<file path="src/rtl/bullet_pool_if.sv">
// bullet_pool_if: spawn, per-slot control, slot state and pixel-query signals of bullet_pool.
// Direction encoding UP=0 DOWN=1 LEFT=2 RIGHT=3; colour BULLET=1, BACKGROUND=0.
interface bullet_pool_if #(
   parameter int NUM_BULLETS = 4,
   parameter int COORD_W = 10,
   parameter int STEP_W = 8,
   parameter int LIFE_W = 8
);
   localparam int SLOT_W = NUM_BULLETS > 1 ? $clog2(NUM_BULLETS) : 1;
   localparam int CNT_W = $clog2(NUM_BULLETS + 1);
   logic spawnReq;
   logic [1:0] spawnDir;
   logic [COORD_W-1:0] spawnX, spawnY;
   logic spawnAck;
   logic [SLOT_W-1:0] spawnSlot;
   logic spawnDrop;
   logic [STEP_W-1:0] bulletStep;
   logic [LIFE_W-1:0] bulletLife;
   logic [NUM_BULLETS-1:0] sigKill, sigBounce, bulletExists;
   logic [NUM_BULLETS*COORD_W-1:0] bulletPosX, bulletPosY;
   logic [CNT_W-1:0] liveCount;
   logic [COORD_W-1:0] pixelPosX, pixelPosY;
   logic bulletColor;
   logic [SLOT_W-1:0] pixelHitIdx;
   modport master (
      output spawnReq, spawnDir, spawnX, spawnY, bulletStep, bulletLife, sigKill, sigBounce,
             pixelPosX, pixelPosY,
      input  spawnAck, spawnSlot, spawnDrop, bulletExists, bulletPosX, bulletPosY, liveCount,
             bulletColor, pixelHitIdx
   );
   modport slave (
      input  spawnReq, spawnDir, spawnX, spawnY, bulletStep, bulletLife, sigKill, sigBounce,
             pixelPosX, pixelPosY,
      output spawnAck, spawnSlot, spawnDrop, bulletExists, bulletPosX, bulletPosY, liveCount,
             bulletColor, pixelHitIdx
   );
endinterface

</file>
<file path="src/rtl/bullet_pool.sv">
// bullet_pool: frame-stepped pool of wall-bouncing bullets with lowest-free spawn allocation
// and a combinational pixel hit test.
module bullet_pool #(
   parameter int NUM_BULLETS = 4,
   parameter int COORD_W = 10,
   parameter int STEP_W = 8,
   parameter int LIFE_W = 8,
   parameter int RADIUS = 3,
   parameter int MAX_X = 639,
   parameter int MAX_Y = 479
) (
   input logic frameClk,
   input logic reset,
   bullet_pool_if.slave bus
);
   localparam int N = NUM_BULLETS;
   localparam int SW = N > 1 ? $clog2(N) : 1;
   localparam int CNT_W = $clog2(N + 1);
   localparam int W = COORD_W + 1;
   localparam logic signed [W-1:0] XLO = W'(RADIUS);
   localparam logic signed [W-1:0] YLO = W'(RADIUS);
   localparam logic signed [W-1:0] XHI = W'(MAX_X - RADIUS);
   localparam logic signed [W-1:0] YHI = W'(MAX_Y - RADIUS);
   localparam logic signed [W-1:0] RAD = W'(RADIUS);
   localparam logic [1:0] UP = 2'd0, DOWN = 2'd1, LEFT = 2'd2, RIGHT = 2'd3;
   logic [N-1:0] exists_q, exists_d, hit;
   logic [CNT_W-1:0] live_q, live_d;
   logic [SW-1:0] slot, hit_idx;
   logic ack;
   logic signed [W-1:0] rx, ry, sx, sy;
   assign rx = signed'({1'b0, bus.spawnX});
   assign ry = signed'({1'b0, bus.spawnY});
   assign sx = rx < XLO ? XLO : rx > XHI ? XHI : rx;
   assign sy = ry < YLO ? YLO : ry > YHI ? YHI : ry;
   assign ack = reset && bus.spawnReq && !(&exists_q);
   always_comb begin
      slot = '0;
      hit_idx = '0;
      for (int i = N - 1; i >= 0; i--) begin
         slot = !exists_q[i] ? SW'(i) : slot;
         hit_idx = hit[i] ? SW'(i) : hit_idx;
      end
      live_d = '0;
      for (int i = 0; i < N; i++) live_d = live_d + CNT_W'(exists_d[i]);
   end
   always_ff @(posedge frameClk) live_q <= !reset ? '0 : live_d;
   for (genvar g = 0; g < N; g++) begin : g_slot
      logic e_q, e_d;
      logic [COORD_W-1:0] x_q, x_d, y_q, y_d;
      logic [1:0] d_q, d_d;
      logic [LIFE_W-1:0] l_q, l_d;
      logic [LIFE_W:0] c_q, c_d;
      logic signed [W-1:0] s, mx, my, dx, dy;
      logic hold, wall, bounce;
      // Candidate is formed at COORD_W+1 signed bits so an underflow reads as below the wall.
      always_comb begin
         s = W'(bus.bulletStep);
         mx = signed'({1'b0, x_q});
         my = signed'({1'b0, y_q});
         mx = d_q == RIGHT ? mx + s : d_q == LEFT ? mx - s : mx;
         my = d_q == DOWN ? my + s : d_q == UP ? my - s : my;
         wall = mx < XLO || mx > XHI || my < YLO || my > YHI;
         hold = bus.sigKill[g] || bus.sigBounce[g];
         bounce = !bus.sigKill[g] && (bus.sigBounce[g] || wall);
         e_d = e_q;
         x_d = x_q;
         y_d = y_q;
         d_d = d_q;
         l_d = l_q;
         c_d = c_q;
         if (ack && slot == SW'(g)) begin
            e_d = 1'b1;
            x_d = COORD_W'(sx);
            y_d = COORD_W'(sy);
            d_d = bus.spawnDir;
            l_d = bus.bulletLife;
            c_d = '0;
         end else if (e_q) begin
            x_d = hold ? x_q : COORD_W'(mx < XLO ? XLO : mx > XHI ? XHI : mx);
            y_d = hold ? y_q : COORD_W'(my < YLO ? YLO : my > YHI ? YHI : my);
            d_d = bounce ? {d_q[1], ~d_q[0]} : d_q;
            c_d = bounce ? c_q + 1'b1 : c_q;
            e_d = !bus.sigKill[g] && !(bounce && c_q + 1'b1 > {1'b0, l_q});
         end
      end
      always_ff @(posedge frameClk) begin
         if (!reset) begin
            e_q <= 1'b0;
            x_q <= '0;
            y_q <= '0;
            d_q <= RIGHT;
            l_q <= '0;
            c_q <= '0;
         end else begin
            e_q <= e_d;
            x_q <= x_d;
            y_q <= y_d;
            d_q <= d_d;
            l_q <= l_d;
            c_q <= c_d;
         end
      end
      assign dx = signed'({1'b0, bus.pixelPosX}) - signed'({1'b0, x_q});
      assign dy = signed'({1'b0, bus.pixelPosY}) - signed'({1'b0, y_q});
      assign hit[g] = e_q && dx >= -RAD && dx <= RAD && dy >= -RAD && dy <= RAD;
      assign exists_q[g] = e_q;
      assign exists_d[g] = e_d;
      assign bus.bulletPosX[g*COORD_W +: COORD_W] = x_q;
      assign bus.bulletPosY[g*COORD_W +: COORD_W] = y_q;
   end
   assign bus.spawnAck = ack;
   assign bus.spawnSlot = slot;
   assign bus.spawnDrop = bus.spawnReq && (&exists_q);
   assign bus.bulletExists = exists_q;
   assign bus.liveCount = live_q;
   assign bus.bulletColor = |hit;
   assign bus.pixelHitIdx = hit_idx;
endmodule
</file>
<file path="src/flat_wrapper.sv">
// flat-port wrapper written by rule: the top's interface ports become plain ports
module bullet_pool_flat 
#(
   parameter int NUM_BULLETS = 4,
   parameter int COORD_W = 10,
   parameter int STEP_W = 8,
   parameter int LIFE_W = 8,
   parameter int RADIUS = 3,
   parameter int MAX_X = 639,
   parameter int MAX_Y = 479
)
  (frameClk, reset, bus_spawnReq, bus_spawnDir, bus_spawnX, bus_spawnY, bus_bulletStep, bus_bulletLife, bus_sigKill, bus_sigBounce, bus_pixelPosX, bus_pixelPosY, bus_spawnAck, bus_spawnSlot, bus_spawnDrop, bus_bulletExists, bus_bulletPosX, bus_bulletPosY, bus_liveCount, bus_bulletColor, bus_pixelHitIdx);
  bullet_pool_if #(.NUM_BULLETS(NUM_BULLETS), .COORD_W(COORD_W), .STEP_W(STEP_W), .LIFE_W(LIFE_W)) bus_i ();
  input logic frameClk;
  input logic reset;
  input wire logic [$bits(bus_i.spawnReq)-1:0] bus_spawnReq;
  input wire logic [$bits(bus_i.spawnDir)-1:0] bus_spawnDir;
  input wire logic [$bits(bus_i.spawnX)-1:0] bus_spawnX;
  input wire logic [$bits(bus_i.spawnY)-1:0] bus_spawnY;
  input wire logic [$bits(bus_i.bulletStep)-1:0] bus_bulletStep;
  input wire logic [$bits(bus_i.bulletLife)-1:0] bus_bulletLife;
  input wire logic [$bits(bus_i.sigKill)-1:0] bus_sigKill;
  input wire logic [$bits(bus_i.sigBounce)-1:0] bus_sigBounce;
  input wire logic [$bits(bus_i.pixelPosX)-1:0] bus_pixelPosX;
  input wire logic [$bits(bus_i.pixelPosY)-1:0] bus_pixelPosY;
  output wire logic [$bits(bus_i.spawnAck)-1:0] bus_spawnAck;
  output wire logic [$bits(bus_i.spawnSlot)-1:0] bus_spawnSlot;
  output wire logic [$bits(bus_i.spawnDrop)-1:0] bus_spawnDrop;
  output wire logic [$bits(bus_i.bulletExists)-1:0] bus_bulletExists;
  output wire logic [$bits(bus_i.bulletPosX)-1:0] bus_bulletPosX;
  output wire logic [$bits(bus_i.bulletPosY)-1:0] bus_bulletPosY;
  output wire logic [$bits(bus_i.liveCount)-1:0] bus_liveCount;
  output wire logic [$bits(bus_i.bulletColor)-1:0] bus_bulletColor;
  output wire logic [$bits(bus_i.pixelHitIdx)-1:0] bus_pixelHitIdx;
  assign bus_i.spawnReq = bus_spawnReq;
  assign bus_i.spawnDir = bus_spawnDir;
  assign bus_i.spawnX = bus_spawnX;
  assign bus_i.spawnY = bus_spawnY;
  assign bus_i.bulletStep = bus_bulletStep;
  assign bus_i.bulletLife = bus_bulletLife;
  assign bus_i.sigKill = bus_sigKill;
  assign bus_i.sigBounce = bus_sigBounce;
  assign bus_i.pixelPosX = bus_pixelPosX;
  assign bus_i.pixelPosY = bus_pixelPosY;
  assign bus_spawnAck = bus_i.spawnAck;
  assign bus_spawnSlot = bus_i.spawnSlot;
  assign bus_spawnDrop = bus_i.spawnDrop;
  assign bus_bulletExists = bus_i.bulletExists;
  assign bus_bulletPosX = bus_i.bulletPosX;
  assign bus_bulletPosY = bus_i.bulletPosY;
  assign bus_liveCount = bus_i.liveCount;
  assign bus_bulletColor = bus_i.bulletColor;
  assign bus_pixelHitIdx = bus_i.pixelHitIdx;
  bullet_pool #(.NUM_BULLETS(NUM_BULLETS), .COORD_W(COORD_W), .STEP_W(STEP_W), .LIFE_W(LIFE_W), .RADIUS(RADIUS), .MAX_X(MAX_X), .MAX_Y(MAX_Y)) u_core (.frameClk(frameClk), .reset(reset), .bus(bus_i));
endmodule
</file>
<file path="config.mk">
export PLATFORM = sky130hd
export DESIGN_NAME = bullet_pool_flat
export DESIGN_NICKNAME = d
export VERILOG_FILES = /design/src/rtl/bullet_pool_if.sv /design/src/rtl/bullet_pool.sv /design/src/flat_wrapper.sv
export SDC_FILE = /design/constraint.sdc
export NUM_CORES = 1
export LEC_CHECK = 0
export CAP_MARGIN = 30
export CORE_UTILIZATION = 48
export DETAILED_ROUTE_END_ITERATION = 12
export DONT_BUFFER_PORTS = 1
export PLACE_DENSITY = 0.61
export SYNTH_ARGS = -nofsm -noshare
export SYNTH_HDL_FRONTEND = slang
export SYNTH_SLANG_ARGS = --single-unit
</file>
<file path="constraint.sdc">
create_clock -name frameClk -period 6.5 [get_ports frameClk]
set_clock_uncertainty 0.1 [all_clocks]
set_input_delay 0.65 -clock frameClk [delete_from_list [all_inputs] [get_ports frameClk]]
set_output_delay 0.65 -clock frameClk [all_outputs]
set_load 0.05 [all_outputs]
</file>
==> results.txt <==
The number of warnings reported in the yosys synthesis log came out at 0. The required time of the worst setup path is 5.75 ns. The area added between synthesis and finish came out at 6.29%.

The share of flip-flops with an asynchronous set or reset came out at 0%. In this run the critical register-to-register path is launched from u_core.g_slot[3].y_q[1]. The die extent in x came out at around 210 microns. For met2 alone, demand over resource in global routing was between 50 and 60%.

The largest driver fanout on the critical path is 9. The synthesized area per cell came out at about 7.4 sq um. Entering global routing, the biggest net connects 67 pins. Detailed routing inserted a total of roughly 21000 vias. In this run, synthesis produced a sequential element count of between 150 and 200. The number of instances in the synthesized netlist is 2753. The critical path arrival is approximately 5.0 ns.

The logic gate share of total power is 28.1%. The switching share of total power is between 30% and 40%. The wire length per cell after detailed routing is between 20 and 25 microns. The number of global-route vias before repair is 19824. In this run the tool buffered the top-level ports with 0 buffer cells. The clock group share of total power came out at a little over a third. The quantity of hold-fixing buffers added after cts is 0.

The total power density per cell area came out at ~140 nW/um^2. The relative contribution of sequential cells to total power is between 30 and 40%. The core outline area is roughly 42000 sq um.

The worst relative slew slack is around 31%. The post-CTS repair timing setup buffer count came out at 0. The cell sitting at the root of the clock tree is a sky130_fd_sc_hd__clkbuf_16. The height of the chip is 208 microns. The max-cap violation count is 0. The H-tree was split into 4 levels. Setup repair after global routing left no endpoint under its margin. In this run the remaining antenna-violating nets after routing total 0. Counting cells, the worst reg-to-reg path comes to 15. The synthesized area came out at roughly 20000 sq um. The number of pins exceeding their max-slew limit in the final report came out at 0.

Counting every sink on the clock net gives 163. The largest individual stage delay along the critical path comes from the cell sky130_fd_sc_hd__dfxtp_1. The final layout contains roughly 3100 nets. The number of enable-type register cells in the synthesized netlist came out at 0. The final weighted congestion in routability-driven placement came out at 0.988. The longest individual stage delay on the worst path is approximately 0.90 ns. The met1 layer usage reported by global route is between 40% and 50%.

The family with the most delay on the worst path is compound AO/OA/AOI/OAI gates. The type of destination of the critical path is a primary output. By instance count, the cell type seen most on the critical path is sky130_fd_sc_hd__a21boi_0. The share of final-layout standard cells stronger than drive strength 1 is just under 6%. The post-cts sizing count came out at 0. The run finished with clean final reports.

The placed standard-cell area is between 20000 and 25000 sq um. Setup violations remaining at the end of the flow were counted as 0. The detailed placer's ending HPWL is a little over 60000 microns. The detailed-route wire length is 80200 microns. The number of antenna violations at the first check in global routing came to 0. The remaining routing DRC violations came out at 0.

The startpoint identified for the worst hold timing path is bus_bulletLife[0]. The TritonCTS buffer count is 17. Across all hold checks on the routed design, the worst slack comes to around 0.15 ns.

The first global-routing pass estimated 121000 microns of wire. The sequential cell area fraction in the yosys report is about 16%. Setup total negative slack on the finished layout was measured at 0 ns. The final cell area excluding filler cells is roughly 22000 sq um. The most used flip-flop cell after synthesis is sky130_fd_sc_hd__dfxtp_1.

The switching power summed over all nets came out at 1.12 mW. The number of cell rows came out at 75. The setup slack of the worst register-to-register path came out at ~1.2 ns. At the pin with the least slew margin, the transition time is 1.03 ns. The detailed-router iteration count before antenna repair is 6.

The peak clock frequency supported by timing came out at 176 MHz. In this run the critical register-to-register path is captured at u_core.bus.liveCount[1]. After global routing, the most crowded layer is met2.

The worst hold path cell count is 2. Together, buffers and inverters on the worst path number 1. The first routing iteration left 2024 violations. The path class of the tightest hold or removal check is primary input to flip-flop. The clock latency reported for the late side of the worst-skew pair came out at 0.50 ns.

The floorplan die area is 43400 sq um. The number of endpoints with negative hold slack in the final report is 0. Synthesis instantiated between 90 and 100 different standard cells from the library. The effective utilization at floorplan is between 40% and 50%. The per-cell via count in the routed design is around 6.6. The all-layer global routing usage is 36.6%. By startpoint and endpoint, the worst setup path is classified as flip-flop to primary output.

The number of top-level design ports came out at ~160. Traced cell by cell, the critical path runs through inv_1 > ha_1 > nor2b_1 > o21ai_0 > a21boi_0 > o31ai_1 > a21boi_0 > nand3_1 > or4b_2 > a22oi_1 > nand2b_1 > or3_1. The clock period minus worst slack came out at around 5.7 ns. The clock passes through at most 2 buffers. The clock transition at the registers of the reported paths is roughly 0.070 ns. The post-route fraction of the period consumed by the critical path came out at roughly 88%. For hold timing, the worst endpoint is u_core.g_slot[0].l_q[0]. Cell internal power was estimated by the tool at about 2.0 mW.

IR analysis of the VDD net gives a maximum drop of roughly 0.19 mV. The met3 routing resource usage after global routing is a little under 8%. The kind of start point of the critical path is a flip-flop.

TritonCTS built the clock tree. When the netlist entered floorplanning its net count stood at approximately 3100. The leakage power figure came out at around 9 nW. The total overflow left after global routing is 0.
worst max path at each step:
stage | start | to | cells after the start
2_1_floorplan | bus_bulletStep[1] | u_core.bus.liveCount[1] | 16
3_3_place_gp | bus_bulletStep[3] | u_core.bus.liveCount[1] | 15
3_5_place_dp | bus_bulletStep[1] | u_core.bus.liveCount[1] | 16
4_1_cts | u_core.g_slot[1].y_q[1] | bus_bulletColor | 12
5_1_grt | u_core.g_slot[0].x_q[1] | bus_bulletColor | 12
6_report | u_core.g_slot[0].x_q[1] | bus_bulletColor | 12
per-stage QoR:
step	setup slack [ns]	utilization (%)	cells	total power, mW
after floorplan	1.44	-	2753	1.75
after global placement	1.12	50.0	3217	1.94
after detailed placement	1.05	50.2	3228	1.96
after CTS	0.737	51.7	3260	3.09
after global routing	0.527	51.8	3264	3.23
final	0.803	51.8	3265	3.09
final cells by class:
cell class              count  area [sq um]
diodes                      1          2.50
fillers                  4116         20200
clock inverters            14           189
multi-input cells        2253         15900
repair buffers             56           465
well taps                 539           674
clock buffers              18           429
inverters                 221           830
flip-flops and latches    163          3260
Yosys cell counts (28+ instances only):
cell,number,share of area (%)
sky130_fd_sc_hd__a211oi_1,45,1.7
sky130_fd_sc_hd__a21o_1,37,1.4
sky130_fd_sc_hd__a21oi_1,200,4.9
sky130_fd_sc_hd__a31oi_1,35,1.1
sky130_fd_sc_hd__and2_1,28,0.86
sky130_fd_sc_hd__and3_1,37,1.1
sky130_fd_sc_hd__clkbuf_1,83,1.5
sky130_fd_sc_hd__dfxtp_1,163,16
sky130_fd_sc_hd__ha_1,246,15
sky130_fd_sc_hd__inv_1,217,4.0
sky130_fd_sc_hd__mux2i_1,41,2.0
sky130_fd_sc_hd__nand2_1,180,3.3
sky130_fd_sc_hd__nand2b_1,54,1.7
sky130_fd_sc_hd__nand3_1,86,2.1
sky130_fd_sc_hd__nor2_1,254,4.7
sky130_fd_sc_hd__nor2b_1,56,1.7
sky130_fd_sc_hd__nor3_1,67,1.6
sky130_fd_sc_hd__o21a_1,69,2.5
sky130_fd_sc_hd__o21ai_0,152,3.7
sky130_fd_sc_hd__o31ai_1,43,1.6
sky130_fd_sc_hd__or3_1,34,1.0
sky130_fd_sc_hd__xnor2_1,62,2.7
sky130_fd_sc_hd__xor2_1,47,2.0
sequential cells by signal (all words and copies together) (netlist names):
| signal | flops |
|---|---|
| u_core.bus.liveCount | 3 |
| u_core.g_slot.c_q | 36 |
| u_core.g_slot.d_q | 8 |
| u_core.g_slot.e_q | 4 |
| u_core.g_slot.l_q | 32 |
| u_core.g_slot.x_q | 40 |
| u_core.g_slot.y_q | 40 |
power by group through the flow:
stage	clock network, mW	registers [mW]	logic [mW]
floorplan	0	1.10	0.648
global placement	0	1.12	0.824
detailed placement	0	1.12	0.842
CTS	1.15	1.10	0.848
global route	1.18	1.10	0.952
finish	1.12	1.10	0.869
worst register-to-register path: cells and delay by family, from the launching register on:
kind                       cells  cell delay [ns]
DFF                            1             0.83
adders and majority gates      3             1.01
buffers and inverters          2             0.34
AOI/OAI and AO/OA              4             1.44
and+or+nand+nor                6             1.53
cell usage in the layout (no fill, tap or decap), types with 18 or more instances in the layout:
cell type	instances
sky130_fd_sc_hd__a21o_1	37
sky130_fd_sc_hd__nand4_1	24
sky130_fd_sc_hd__nand2b_1	54
sky130_fd_sc_hd__nand2_1	180
sky130_fd_sc_hd__o21ai_0	152
sky130_fd_sc_hd__nor2_1	253
sky130_fd_sc_hd__or2_2	23
sky130_fd_sc_hd__buf_4	51
sky130_fd_sc_hd__fa_1	25
sky130_fd_sc_hd__a2111oi_0	18
sky130_fd_sc_hd__and3_1	37
sky130_fd_sc_hd__or4_1	21
sky130_fd_sc_hd__o211ai_1	21
sky130_fd_sc_hd__nor3_1	67
sky130_fd_sc_hd__or3_1	34
sky130_fd_sc_hd__o31ai_1	43
sky130_fd_sc_hd__nor2b_1	56
sky130_fd_sc_hd__a21oi_1	200
sky130_fd_sc_hd__ha_1	246
sky130_fd_sc_hd__xor2_1	47
sky130_fd_sc_hd__a31oi_1	35
sky130_fd_sc_hd__a221oi_1	25
sky130_fd_sc_hd__nor4_1	25
sky130_fd_sc_hd__o21a_1	69
sky130_fd_sc_hd__and2_1	28
sky130_fd_sc_hd__mux2i_1	41
sky130_fd_sc_hd__dfxtp_1	163
sky130_fd_sc_hd__inv_1	216
sky130_fd_sc_hd__nand3_1	86
sky130_fd_sc_hd__a211oi_1	45
sky130_fd_sc_hd__xnor2_1	62
routing by layer:
metal  share of wire [%]  up-vias
met2                  43      892
li1                    -    10088
met1                  43    10310
met4                 4.4        0
met3                 8.9      156
met5                   0        -
cell families after synthesis:
group           share of synthesized area (%)
simple gates                             24.1
flops                                    16.0
compound gates                           28.9
fa+ha+maj                                17.5
buf+inv                                  6.45
xor+xnor                                 4.67
mux                                      2.45
No activity file was read; power rests on OpenSTA's default activity.
